## config.mk

```make
export PLATFORM = sky130hd
export DESIGN_NAME = mtx_load_arbiter
export DESIGN_NICKNAME = d
export VERILOG_FILES = /design/src/rtl/mtx_load_arbiter.sv
export SDC_FILE = /design/constraint.sdc
export NUM_CORES = 1
export LEC_CHECK = 0
export BUFFER_PORTS_ARGS = -buffer_cell sky130_fd_sc_hd__buf_2
export CAP_MARGIN = 20
export CORE_MARGIN = 1
export CORE_UTILIZATION = 51
export DETAILED_ROUTE_END_ITERATION = 6
export PLACE_DENSITY = 0.76
export SKIP_CTS_REPAIR_TIMING = 1
export SLEW_MARGIN = 20
export SYNTH_ARGS = -nofsm -noshare
export SYNTH_HDL_FRONTEND = slang
export SYNTH_SLANG_ARGS = --single-unit
export TNS_END_PERCENT = 5
```

## constraint.sdc

```tcl
create_clock -name clk -period 2.8 [get_ports clk]
set_input_delay 0.42 -clock clk [delete_from_list [all_inputs] [get_ports clk]]
set_output_delay 0.42 -clock clk [all_outputs]
set_load 0.02 [all_outputs]
```

## src/rtl/mtx_load_arbiter.sv

```systemverilog
// mtx_load_arbiter: round-robin owner of the serial matrix-load bus, snapshots and serializes 8 cells
module mtx_load_arbiter #(
    parameter int CELL_W = 19,
    parameter int GAP    = 0
) (
    input  logic                  clk,
    input  logic                  reset,
    input  logic [1:0]            req,
    input  logic [8*CELL_W-1:0]   req0_matrix,
    input  logic [8*CELL_W-1:0]   req1_matrix,
    input  logic                  abort,
    output logic [CELL_W-1:0]     matrix_cell,
    output logic                  imag,
    output logic                  col,
    output logic                  row,
    output logic                  ready,
    output logic [1:0]            grant,
    output logic [1:0]            done,
    output logic                  busy
);
    typedef enum logic [1:0] {IDLE, SEND, WAIT, DONE} state_t;

    state_t              state, state_n;
    logic [2:0]          k, k_n;
    logic [3:0]          gap_cnt, gap_n;
    logic                rr, rr_n;
    logic [8*CELL_W-1:0] snap, snap_n, src;
    logic [CELL_W-1:0]   cell_n;
    logic [2:0]          idx, idx_n, sel;
    logic                ready_n, busy_n, load, win;
    logic [1:0]          grant_n, done_n;

    assign {row, col, imag} = idx;

    // next-state and output decode; load marks a cycle that presents cell sel on the bus
    always_comb begin
        state_n = state;
        k_n     = k;
        gap_n   = gap_cnt;
        rr_n    = rr;
        snap_n  = snap;
        cell_n  = matrix_cell;
        idx_n   = idx;
        ready_n = 1'b0;
        grant_n = grant;
        done_n  = 2'b00;
        busy_n  = busy;
        load    = 1'b0;
        sel     = k;
        src     = snap;
        win     = (req == 2'b11) ? rr : req[1];
        case (state)
            IDLE: if (req != 2'b00) begin
                rr_n    = (req == 2'b11) ? ~rr : rr;
                snap_n  = win ? req1_matrix : req0_matrix;
                src     = snap_n;
                grant_n = win ? 2'b10 : 2'b01;
                busy_n  = 1'b1;
                k_n     = 3'd0;
                sel     = 3'd0;
                load    = 1'b1;
                state_n = SEND;
            end
            SEND: if (abort) begin
                grant_n = 2'b00;
                busy_n  = 1'b0;
                state_n = IDLE;
            end else if (k == 3'd7) begin
                grant_n = 2'b00;
                done_n  = grant;
                state_n = DONE;
            end else if (GAP > 0) begin
                gap_n   = 4'(GAP - 1);
                k_n     = k + 3'd1;
                state_n = WAIT;
            end else begin
                k_n     = k + 3'd1;
                sel     = k_n;
                load    = 1'b1;
            end
            WAIT: if (abort) begin
                grant_n = 2'b00;
                busy_n  = 1'b0;
                state_n = IDLE;
            end else if (gap_cnt != 4'd0) begin
                gap_n   = gap_cnt - 4'd1;
            end else begin
                load    = 1'b1;
                state_n = SEND;
            end
            DONE: begin
                busy_n  = 1'b0;
                state_n = IDLE;
            end
            default: state_n = IDLE;
        endcase
        if (load) begin
            ready_n = 1'b1;
            cell_n  = src[CELL_W*sel +: CELL_W];
            idx_n   = sel;
        end
    end

    // state and registered outputs, cleared asynchronously
    always_ff @(posedge clk or negedge reset) begin
        if (!reset) begin
            state       <= IDLE;
            k           <= 3'd0;
            gap_cnt     <= 4'd0;
            rr          <= 1'b0;
            snap        <= '0;
            matrix_cell <= '0;
            idx         <= 3'd0;
            ready       <= 1'b0;
            grant       <= 2'b00;
            done        <= 2'b00;
            busy        <= 1'b0;
        end else begin
            state       <= state_n;
            k           <= k_n;
            gap_cnt     <= gap_n;
            rr          <= rr_n;
            snap        <= snap_n;
            matrix_cell <= cell_n;
            idx         <= idx_n;
            ready       <= ready_n;
            grant       <= grant_n;
            done        <= done_n;
            busy        <= busy_n;
        end
    end
endmodule

```

==> impl_metrics.py, run 1 <==
metrics = {
    "status": {
        "status": "completed",
    },
    "route": {
        "vias": 10430,
        "post_drt_via_cell_ratio": 6.141,
        "drc": 0,
        "drt_pre_antenna_iters": 7,
        "wl_um": 35530,
        "drt_iter0_drc": 984,
        "wl_per_cell_um": 20.91,
        "ant_nets": 0,
    },
    "setup_path": {
        "r2r-start": "state[0]",
        "critPathMaxFanout": 67,
        "endpoint_kind": "flip-flop",
        "crit_required_ns": 3.12,
        "cp_cell_sequence": "inv_1 -> ha_1 -> buf_4 -> o21a_4 -> buf_16 -> nor2_1 -> a21oi_1 -> mux2i_1 -> mux2_2 -> o311ai_1",
        "critPathBufInv": 3,
        "cp-start-kind": "flip-flop",
        "slowest_delay_ns": 0.41,
        "crit_type": "reg2reg",
        "crit_slowest_cell": "dfrtp_1",
        "crit_start": "state[0]",
        "cp_top_family": "compound AO/OA/AOI/OAI gates",
        "cp.arrival_ns": 3.00,
    },
    "clocking": {
        "cts_root_buffer": "clkbuf_16",
        "path_clk_slew_ns": 0.07,
        "cts_buffer_depth": 2,
        "cts_tree": "done",
        "numCtsBuffers": 17,
        "cts.sinks": 190,
        "cts_max_level": 4,
        "clock_latency_ns": 0.43,
    },
    "power_and_ir_drop": {
        "ir_worst_vdd_mv": 0.7179,
        "power_density_nw_per_um2": 1302,
        "p_seq_share_pct": 27.9,
        "p_leak_nw": 5.892,
        "switchingPower_w": 0.007520,
        "p_comb_share_pct": 58.3,
        "power.share.clock_pct": 13.8,
        "netSwitchingFraction_pct": 44.91,
        "intPower_w": 0.009226,
    },
    "grt": {
        "grt_pass1_vias": 9529,
        "antenna_found_initial": 2,
        "grt_pass1_wl_um": 52600,
        "grt_overflow": 0,
        "grt_usage_pct": 34.19,
        "grt_max_degree": 90,
    },
    "floorplanning": {
        "core-area_um2": 19530,
        "rows": 51,
        "io_pins": 337,
        "start_util_pct": 52.31,
        "die_x_um": 143.5,
        "die_y_um": 143.5,
        "die_area_um2": 20600,
    },
    "synth": {
        "syn_avg_cell_area_um2": 8.898,
        "yosysSeqAreaShare_pct": 46.55,
        "netlist_area_um2": 10210,
        "yosys_register_bits": 190,
        "synth-edff-count": 0,
        "synth_ff_type": "dfrtp_1",
        "syn_inst": 1148,
        "synth_nets": 1463,
        "async_reset_ff_share_pct": 100.0,
        "synth_cell_types": 38,
        "yosys_warnings": 0,
    },
    "sta": {
        "layout_setup_ws_ns": 0.1229,
        "finalSetupViolCount": 0,
        "fmax_mhz": 373.5,
        "fin_skew_ns": 0.01043,
        "period_needed_ns": 2.677,
        "rsz0062_at_grt": "yes",
        "tightest_slew_ns": 0.7621,
        "period_share_pct": 95.61,
        "maxSlewHeadroom_pct": 49.19,
        "drv_slew": 0,
        "hold_viol": 0,
    },
    "place": {
        "io_buffers": 336,
        "dp_cells": 1666,
        "hpwl_um": 25050,
        "place_ws_ns": 0.08591,
        "gp_congestion": 0.9087,
    },
    "finish": {
        "multi_input_area_um2": 4936,
        "layoutNonFillerInstCount": 1699,
        "layout-drive-gt1-share_pct": 30.59,
        "fill_cells": 1633,
        "seq_area_um2": 4755,
        "nNetsFinal": 1736,
        "area_delta_synth_final_pct": 25.93,
    },
    "hold_path": {
        "hold_class": "in2async",
    },
    "flow_run": {
        "max_cap_viol_count": 0,
    },
}
==> power groups by stage <==
stage / logic, W / registers [W] / clock network [W]
after detailed placement: 0.00949 / 0.00468 / 0
final: 0.00977 / 0.00467 / 0.00231
after global placement: 0.00932 / 0.00465 / 0
after global routing: 0.0105 / 0.00477 / 0.00243
after floorplan: 0.00628 / 0.00477 / 0
after CTS: 0.00955 / 0.00465 / 0.00232
==> per-stage QoR <==
step / area [um^2] / power [W] / TNS, ns / hold slack, ns / util (%)
after CTS: 12810 / 0.01652 / 0 / 0.08647 / 65.61
final: 12860 / 0.01675 / 0 / 0.07236 / 65.88
after global placement: 12260 / 0.01397 / 0 / 0.4652 / 62.80
after global routing: 12860 / 0.01772 / -0.01647 / 0.1211 / 65.88
after detailed placement: 12260 / 0.01417 / 0 / 0.4685 / 62.80
after floorplan: 10210 / 0.01105 / 0 / 0.1244 / -
==> flip-flops by register name, summed over array words and instances, names as in the netlist <==
signal	flops
busy	1
done	2
gap_cnt	4
grant	2
idx	3
k	3
matrix_cell	19
ready	1
rr	1
snap	152
state	2
==> placed cells by master, fill, tap and decap left out, types with 19 or more instances in the layout <==
master    Yosys  routed
a31oi_1     152     152
dfrtp_1     190     190
a21oi_1     156     155
o22a_1       21      21
mux2i_1      76      73
o21ai_0     155     155
nand2_1      30      30
buf_2        18     334
nor2_1      160     160
o311ai_1     19      19
buf_4        10      21
mux2_2       20      20
==> cells in the mapped netlist, drive strengths merged, types with 2 or more instances <==
cell	count	area (um^2)
dfrtp	190	4755
nor2	160	600.6
o21ai	158	798.3
a21oi	156	780.8
a31oi	152	950.9
clkbuf	86	322.8
mux2i	76	760.7
buf	36	225.2
nand2	30	112.6
mux2	22	247.7
o22a	21	183.9
o311ai	19	166.4
inv	8	30.03
ha	6	75.07
nand3	3	15.01
nor2b	3	18.77
nor3	3	15.01
xnor2	3	26.28
and2	2	12.51
and3	2	12.51
nand2b	2	12.51
==> logic make-up (layout without fill, tap and decap cells) <==
group           Yosys count  in the layout  share of synthesized area, %
compound gates          511            511                         28.72
xor+xnor                  4              4                        0.3430
fa+ha+maj                 6              6                        0.7349
buf+inv                 130            414                         5.659
flops                   190            190                         46.55
mux                      98             98                         9.873
other cells               0              2                             0
simple gates            209            209                         8.121
==> final timing paths <==
kind	end	slack [ns]	cells after the start
setup / recovery	matrix_cell[1]	0.12	10
hold / removal	snap[36]	0.07	1
setup reg to reg	matrix_cell[1]	0.12	10
hold reg to reg	idx[1]	0.47	2
max in group asynchronous	snap[135]	1.93	2
min in group clk	snap[60]	0.26	3
==> routing by layer <==
| metal | GRT usage, % | part of all wire, % | vias up |
|---|---|---|---|
| met3 | 5.631 | 8.0 | 87 |
| met2 | 53.70 | 47 | 612 |
| met5 | 0 | 0 | - |
| met4 | 16.13 | 4.2 | 0 |
| li1 | - | - | 4749 |
| met1 | 46.31 | 41 | 4986 |
==> area by class of cell <==
class,instances,share of cell area [%]
Timing Repair Buffer,376,17.54
Clock buffer,21,3.579
Multi-Input combinational cell,828,38.37
Tap cell,265,2.578
Inverter,8,0.2529
Antenna cell,2,0.03891
Clock inverter,9,0.6809
Sequential cell,190,36.96
Power figures use the tool's default switching activity.
==> inputs of run 2 (changes only) <==
--- a/config.mk
+++ b/config.mk
@@ -10,7 +10,7 @@
 export CORE_MARGIN = 1
 export CORE_UTILIZATION = 51
 export DETAILED_ROUTE_END_ITERATION = 6
-export PLACE_DENSITY = 0.76
+export PLACE_DENSITY = 0.85
 export SKIP_CTS_REPAIR_TIMING = 1
 export SLEW_MARGIN = 20
 export SYNTH_ARGS = -nofsm -noshare
==> impl_metrics.py, run 2 (synthesis results as in run 1) <==
metrics = {
    "status": {
        "status": "completed",
    },
    "place": {
        "gp_congestion": 0.8757,
        "hpwl_um": 25460,
        "place_area_um2": 12160,
        "io_buffers": 336,
        "dp_cells": 1661,
    },
    "setup_path": {
        "crit_top_cell": "mux2_2",
        "critPathBufInv": 1,
        "cp.arrival_ns": 2.96,
        "cp_cell_sequence": "ha_1 -> a21oi_1 -> mux2_2 -> a22oi_4 -> buf_4 -> mux2i_1 -> mux2_2 -> o311ai_1",
        "cp-start-kind": "flip-flop",
        "endpoint_kind": "flip-flop",
        "critPathMaxFanout": 13,
        "crit_slowest_cell": "dfrtp_1",
        "r2r-start": "k[0]",
        "crit_type": "reg2reg",
        "slowest_delay_ns": 0.42,
        "cp_top_family": "multiplexers",
        "crit_required_ns": 3.10,
        "crit_start": "k[0]",
    },
    "floorplanning": {
        "die_area_um2": 20600,
        "die_y_um": 143.5,
        "rows": 51,
        "io_pins": 337,
        "start_util_pct": 52.31,
        "core-area_um2": 19530,
        "die_x_um": 143.5,
    },
    "grt": {
        "grt_overflow": 0,
        "grt_max_degree": 89,
        "grt_pass1_vias": 9669,
        "grt_pass1_wl_um": 53250,
        "grt_usage_pct": 34.57,
        "antenna_found_initial": 1,
    },
    "finish": {
        "layout_common_cells": "buf_2 (334), dfrtp_1 (190), nor2_1 (160)",
        "fill_cells": 1599,
        "top_register": "snap",
        "layout_commonest_cell": "buf_2",
        "final_area_um2": 12740,
        "top_regs": "snap: 152 flops, matrix_cell: 19 flops, gap_cnt: 4 flops",
        "largest_reg_flops": 152,
        "nNetsFinal": 1730,
        "layoutNonFillerInstCount": 1693,
        "layout-drive-gt1-share_pct": 30.27,
        "area_delta_synth_final_pct": 24.77,
    },
    "sta": {
        "period_share_pct": 95.01,
        "fmax_mhz": 375.9,
        "finalSetupViolCount": 0,
        "fin_skew_ns": 0.01085,
        "hold-worst-slack_ns": 0.006471,
        "rsz0062_at_grt": "no",
        "period_needed_ns": 2.660,
        "maxSlewHeadroom_pct": 45.20,
        "tns_ns": 0,
        "hold_viol": 0,
        "tightest_slew_ns": 0.8220,
        "drv_slew": 0,
    },
    "route": {
        "ant_nets": 0,
        "top_layer": "met4",
        "wl_met2_um": 17040,
        "drt_iter0_drc": 1017,
        "post_drt_via_cell_ratio": 6.231,
        "drc": 0,
        "wl_met1_um": 14240,
        "wl_per_cell_um": 21.21,
        "wl_um": 35900,
        "vias": 10550,
        "wl_met3_um": 3032,
        "drt_pre_antenna_iters": 5,
    },
    "power_and_ir_drop": {
        "switchingPower_w": 0.007684,
        "power.share.clock_pct": 14.1,
        "p_seq_share_pct": 27.7,
        "p_comb_share_pct": 58.2,
        "power_density_nw_per_um2": 1321,
        "intPower_w": 0.009148,
        "netSwitchingFraction_pct": 45.65,
        "ir_worst_vdd_mv": 0.8458,
        "p_leak_nw": 5.852,
        "p_total_w": 0.01683,
    },
    "clocking": {
        "cts_max_level": 4,
        "cts_root_buffer": "clkbuf_16",
        "cts_tree": "done",
        "numCtsBuffers": 17,
        "cts_buffer_depth": 2,
        "cts.sinks": 190,
        "clock_latency_ns": 0.43,
        "path_clk_slew_ns": 0.07,
    },
    "hold_path": {
        "hold_class": "in2async",
    },
    "flow_run": {
        "max_cap_viol_count": 0,
    },
}
run 2: changes by cell type in the layout (fill, tap and decap cells not counted), moves of 2 or more:
| cell | delta |
|---|---|
| mux2i_2 | -3 |
| inv_8 | +2 |
| clkbuf_1 | -2 |
| buf_12 | -4 |
| clkinv_4 | +2 |
| mux2i_1 | +3 |
run 2: routing by layer:
layer	GRT usage [%]	vias up
met2	55.06	660
li1	-	4737
met3	6.731	105
met5	0	-
met1	45.29	5047
met4	16.74	0
run 2: worst reg2reg max path, cell delays in order (launching register included):
cell and delay [ns]:
dfrtp_1 0.42, ha_1 0.26, a21oi_1 0.23, mux2_2 0.39, a22oi_4 0.19, buf_4 0.29, mux2i_1 0.39, mux2_2 0.27
o311ai_1 0.09
run 2: power by group through the flow:
stage	registers [W]	logic (W)	clock network, W
finish	0.00467	0.00980	0.00237
global route	0.00477	0.0105	0.00249
CTS	0.00465	0.00961	0.00239
detailed placement	0.00469	0.00954	0
global placement	0.00464	0.00929	0
floorplan	0.00477	0.00628	0
run 2: final timing paths:
kind / endpoint / slack (ns) / depth (start not counted)
worst min-delay path: snap[133] / 0.006 / 1
worst min register to register: matrix_cell[17] / 0.49 / 2
worst max-delay path: matrix_cell[14] / 0.14 / 8
max in group asynchronous: gap_cnt[2] / 1.90 / 2
min in group clk: snap[140] / 0.26 / 3
worst max register to register: matrix_cell[14] / 0.14 / 8
run 2: cell type report:
class,count,area [um^2],area share (%)
Tap cell,265,331.6,2.602
Antenna cell,1,2.502,0.01963
Timing Repair Buffer,370,2127,16.69
Clock buffer,18,439.2,3.446
Sequential cell,190,4755,37.31
Inverter,8,32.53,0.2553
Clock inverter,13,131.4,1.031
Multi-Input combinational cell,828,4926,38.65
run 2: through the flow:
stage / worst slack, ns / util (%)
6_report: 0.1399 / 65.27
5_1_grt: 0.01476 / 65.26
4_1_cts: 0.1416 / 65.21
3_5_place_dp: 0.1499 / 62.29
3_3_place_gp: 0.2265 / 62.29
2_1_floorplan: 0.4829 / -
